`config.mk`:
```
export PLATFORM = sky130hd
export DESIGN_NAME = request_dispatcher
export DESIGN_NICKNAME = d
export VERILOG_FILES = /design/src/rtl/request_dispatcher.sv
export SDC_FILE = /design/constraint.sdc
export NUM_CORES = 1
export LEC_CHECK = 0
export CORE_AREA = 2 2 191 193
export CTS_CLUSTER_SIZE = 16
export DETAILED_ROUTE_END_ITERATION = 12
export DIE_AREA = 0 0 193 195
export GPL_TIMING_DRIVEN = 1
export PLACE_DENSITY_LB_ADDON = 0.05
export SKIP_LAST_GASP = 1
export SLEW_MARGIN = 20
export SYNTH_ARGS = -nofsm -noshare
export SYNTH_HDL_FRONTEND = slang
export SYNTH_SLANG_ARGS = --single-unit
```
`constraint.sdc`:
```
create_clock -name clock -period 5.1 [get_ports clock]
set_input_delay 1.275 -clock clock [delete_from_list [all_inputs] [get_ports clock]]
set_output_delay 1.275 -clock clock [all_outputs]
set_load 0.01 [all_outputs]
```
`src/rtl/request_dispatcher.sv`:
```
// Pops the granted queue head into a 2-entry output buffer and keeps dispatch/miss statistics.
// Latency: accept to m_valid is 1 cycle. pop is blocked while the registered count is 2, with no path from m_ready.
module request_dispatcher #(
    parameter int NUMBER_OF_QUEUES = 4,
    parameter int DATA_WIDTH       = 64,
    parameter int REGISTER_SIZE    = 32
) (
    input  logic                                      clock,
    input  logic                                      reset,
    input  logic                                      valid,
    input  logic [$clog2(NUMBER_OF_QUEUES)-1:0]       selection,
    input  logic [NUMBER_OF_QUEUES-1:0]               empty,
    input  logic [NUMBER_OF_QUEUES*DATA_WIDTH-1:0]    queue_data,
    output logic [NUMBER_OF_QUEUES-1:0]               pop,
    output logic                                      m_valid,
    input  logic                                      m_ready,
    output logic [DATA_WIDTH-1:0]                     m_data,
    output logic [$clog2(NUMBER_OF_QUEUES)-1:0]       m_queue,
    output logic [NUMBER_OF_QUEUES*REGISTER_SIZE-1:0] dispatched,
    output logic [REGISTER_SIZE-1:0]                  missed
);
    localparam int SEL_W = $clog2(NUMBER_OF_QUEUES);

    logic [1:0]               count_q, count_d;
    logic                     head_q, head_d;
    logic [DATA_WIDTH-1:0]    buf_dat_q [2];
    logic [DATA_WIDTH-1:0]    buf_dat_d [2];
    logic [SEL_W-1:0]         buf_que_q [2];
    logic [SEL_W-1:0]         buf_que_d [2];
    logic [REGISTER_SIZE-1:0] dispatched_q [NUMBER_OF_QUEUES];
    logic [REGISTER_SIZE-1:0] dispatched_d [NUMBER_OF_QUEUES];
    logic [REGISTER_SIZE-1:0] missed_q, missed_d;

    logic                  sel_ok;
    logic                  sel_empty;
    logic [DATA_WIDTH-1:0] sel_dat;
    logic                  accept;
    logic                  drain;
    logic                  tail;

    // Selection decode by search, so an out-of-range index simply matches nothing.
    always_comb begin
        sel_ok    = 1'b0;
        sel_empty = 1'b1;
        sel_dat   = '0;
        for (int i = 0; i < NUMBER_OF_QUEUES; i++) begin
            if (SEL_W'(i) == selection) begin
                sel_ok    = 1'b1;
                sel_empty = empty[i];
                sel_dat   = queue_data[i*DATA_WIDTH +: DATA_WIDTH];
            end
        end
    end

    // count_q[1] is the registered full flag; reset gating keeps pop quiet while held.
    assign accept  = reset & valid & sel_ok & ~sel_empty & ~count_q[1];
    assign m_valid = (count_q != 2'd0);
    assign drain   = m_valid & m_ready;
    assign tail    = head_q ^ count_q[0];
    assign m_data  = buf_dat_q[head_q];
    assign m_queue = buf_que_q[head_q];
    assign missed  = missed_q;

    always_comb begin
        pop = '0;
        for (int i = 0; i < NUMBER_OF_QUEUES; i++) begin
            pop[i] = accept & (SEL_W'(i) == selection);
        end
    end

    always_comb begin
        count_d   = count_q;
        head_d    = head_q;
        buf_dat_d = buf_dat_q;
        buf_que_d = buf_que_q;
        unique case ({accept, drain})
            2'b10:   count_d = count_q + 2'd1;
            2'b01:   count_d = count_q - 2'd1;
            default: count_d = count_q;
        endcase
        // Draining the last entry leaves head in place so m_data keeps the last request.
        if (drain && !(count_q == 2'd1 && !accept)) begin
            head_d = ~head_q;
        end
        if (accept) begin
            buf_dat_d[tail] = sel_dat;
            buf_que_d[tail] = selection;
        end
    end

    always_comb begin
        dispatched_d = dispatched_q;
        missed_d     = missed_q;
        for (int i = 0; i < NUMBER_OF_QUEUES; i++) begin
            if (pop[i]) begin
                dispatched_d[i] = dispatched_q[i] + REGISTER_SIZE'(1);
            end
        end
        if (valid && !accept) begin
            missed_d = missed_q + REGISTER_SIZE'(1);
        end
    end

    always_comb begin
        dispatched = '0;
        for (int i = 0; i < NUMBER_OF_QUEUES; i++) begin
            dispatched[i*REGISTER_SIZE +: REGISTER_SIZE] = dispatched_q[i];
        end
    end

    always_ff @(posedge clock or negedge reset) begin
        if (!reset) begin
            count_q   <= '0;
            head_q    <= 1'b0;
            buf_dat_q <= '{default: '0};
            buf_que_q <= '{default: '0};
            dispatched_q <= '{default: '0};
            missed_q  <= '0;
        end else begin
            count_q   <= count_d;
            head_q    <= head_d;
            buf_dat_q <= buf_dat_d;
            buf_que_q <= buf_que_d;
            dispatched_q <= dispatched_d;
            missed_q  <= missed_d;
        end
    end
endmodule
```
==> impl_results.md <==
* Post-Syn Area at 14720 um^2
* Compound-cell area share of the yosys netlist at 0.1700%
* CP startpoint kind: primary input
* Setup TNS at 0 ns
* Largest net degree at the start of global routing at 164
* Final setup fails at 0
* Clk_lat worst skew at 0.50 ns
* Reg clk slew, reported paths at 0.05 ns
* Hold Path Class: register to register
* Worst setup margin at 0.4124 ns
* Port Buffers at 496
* CP required at roughly 3.8 ns
* Net Count, Synth at 1382
* Largest family of logic cells by synthesized area: multiplexers
* N_diodes at 0
* Finished Cell Area at between 20000 and 25000 um^2
* DP HPWL at 32.24 mm
* Post-synth top area share at between 50% and 60%
* Worst setup EP type: output pin
* Syn avg cell area at 13.29 um^2
* Fin cells at 2088
* Fin Hold WS at 0.4718 ns
* Die Height at between 150 and 200 um
* PostCTS Resize Cnt at 0
* Final Hold Vio Count at 0
* Slew @ Worst Pin at ~1.1 ns
* CTS sink cnt at 295
* Initial Utilization at 41.59%
* Worst Setup Path Type: primary input to output pin
* Core area at 35400 um^2
* Vias per cell at approximately 5.2
* Clk root buf: clkbuf_16
* Peak Freq at 0.2133 GHz
* Tot Pwr at 8.755 mW
* Mapped Cells at between 1000 and 1500
* Data arrival, critical path at 3.41 ns
* Post CTS Setup Buffer Count at 0
* WL final at 42.99 mm
* Post-DP Area at between 20000 and 25000 um^2
* Critical path fanouts, max at 9
* Main synth FF type: dfrtp_1
* Overflow after GRT at 0
* Relative slew slack at 26.68%
* EDFF count, synth at 0
* CTS Buf Count at 34
* I/O pin count at 497
* Largest area contributor in the netlist: dfrtp_1
* XOR/XNOR share of the synthesized area at 9.459%
* Top cells by area, synth: dfrtp_1 (50%), mux4_2 (9.9%), mux2_2 (9.2%)
* Pre-CTS setup slack at 0.4142 ns
* DRT Pass-1 Iters at 6
* Fin. max-slew vios at 0
* Fin nets at 1878
* Fin Clk Skew at 0.01486 ns
* Pwr/cell area at 413.8 nW/um^2
* Fin crit period at 4.688 ns
* FF+latch count, synth at 295
* Die area at 37640 um^2
* Worst hold start: dispatched[95]
* Dpl cells at around 2000
* Post-route DRC violation count at 0
* Initial detailed-routing violation count at ~500
* Row count at 69
* Static Leak at 8.782 nW
* Worst R2R Start: head_q
* Count of cell types in the netlist at 49
* Hold_buf cts at 0
* Syn-to-layout area delta at 43.72%
* Sequential share of the synthesized area at 50.14%
* CP startpoint: valid
* Wire per inst at around 20 um
* Synth async-reset ratio at 100.0%
* Max-cap violations at 0
* CTS tree: built
* Outcome: finished, final reports clean
* Max Buffers Root-to-Sink at 3
* ANT nets after route at 0
* Global-route wire length before repair at 65.36 mm
* CTS HTree Levels at 2
* Final worst-path cycle share at 91.91%
* Yosys Warn Count at 0
* Die Wd at a little under 200 um
* Gr usage total at roughly 22%
* Post-synthesis mux area share at 25.24%
* Layout cells sized above 1 at 16.29%
* Simple-gate portion of the synthesized area at 11.74%
* Vias in the first global route at 11181
* Gpl congestion at 0.8343
* Initial antenna violation count at 0
* Total vias in the final route at around 11000
* Layout Utilization at 59.78%
* Synth Area in Adders at less than 1%
* RSZ-0062 raised after global routing: no
* Worst vdd ir at about 0.23 mV
critical path, cell delays in order:
cell and delay (ns):
clkdlybuf4s50_1 0.62, nand3b_4 0.10, or4_1 0.62, clkinv_2 0.22, clkdlybuf4s50_1 0.56
final cells by class:
class / count / area [um^2]
Tap cell: 461 / 576.8
Sequential cell: 295 / 7386
Timing Repair Buffer: 508 / 5071
Multi-Input combinational cell: 747 / 6963
Clock inverter: 5 / 36.28
Inverter: 18 / 68.82
Clock buffer: 54 / 1057
Fill cell: 2887 / 14240
routing by layer:
metal / up-vias / track usage [%] / part of all wire, %
li1: 5021 / - / -
met3: 46 / 6.650 / 8.9
met5: - / 0 / 0
met2: 361 / 38.86 / 49
met1: 5420 / 27.72 / 40
met4: 0 / 4.882 / 1.9
cells by family (layout without fill, tap and decap cells):
logic type / count (synthesis) / in the layout
simple gates: 311 / 311
flops: 295 / 295
mux: 265 / 265
xor+xnor: 159 / 159
buf+inv: 66 / 585
fa+ha+maj: 8 / 8
compound gates: 4 / 4
power by group:
part / total (mW) / internal [mW] / switching [mW] / leakage (nW)
Clock: 2.38 / 1.42 / 0.957 / 0.541
Combinational: 3.01 / 1.83 / 1.18 / 4.44
Sequential: 3.36 / 2.93 / 0.432 / 3.80
worst paths after layout:
| kind | end | slack, ns | cells after the start |
|---|---|---|---|
| min in group asynchronous | missed[26] | 0.57 | 1 |
| worst max register to register | buf_dat_q[75] | 2.39 | 4 |
| worst min-delay path | dispatched[95] | 0.47 | 1 |
| worst min register to register | dispatched[95] | 0.47 | 1 |
| max in group asynchronous | head_q | 3.30 | 2 |
| worst max-delay path | pop[0] | 0.41 | 5 |
Yosys cell counts (2+ instances only):
library cell and count:
dfrtp_1 295, mux2_2 120, xnor2_1 114, mux2_1 80, nand2_1 72, mux4_2 65, nand3_1 55, nand4_1 50
xor2_1 45, nor2_1 37, clkbuf_1 23, and3_1 20, nor3_1 19, inv_1 16, nor4_1 15, and4_1 9
buf_8 8, ha_1 8, buf_2 6, and2_1 5, buf_1 4, buf_4 4, and4b_1 3, nor2b_1 3
nor4_4 3, buf_6 2, nor3b_1 2, o21ai_0 2, or2_1 2, or2_2 2
state kept, by name (all words and copies together), names as in the netlist:
signal,count
count_q,2
dispatched,128
head_q,1
buf_que_q,4
buf_dat_q,128
missed,32
cells in the final DEF, fill, tap and decap left out, drive strengths merged, types with 2 or more instances in the layout:
master         netlist  routed
and4b                3       3
nor3b                2       2
nor4                19      19
clkdlybuf4s50        0     493
nand3               55      55
nor2b                4       4
ha                   8       8
xor2                45      45
or3b                 2       2
clkbuf              24      54
mux4                65      65
nor2                38      38
nand4               51      51
inv                 17      20
nor3                19      19
and3                20      20
nand2               72      72
and2                 5       5
o21ai                2       2
or2                  4       4
dfrtp              295     295
and4                 9       9
xnor2              114     114
buf                 24      15
clkinv               1       3
mux2               200     200
No activity file was read; power rests on OpenSTA's default activity.
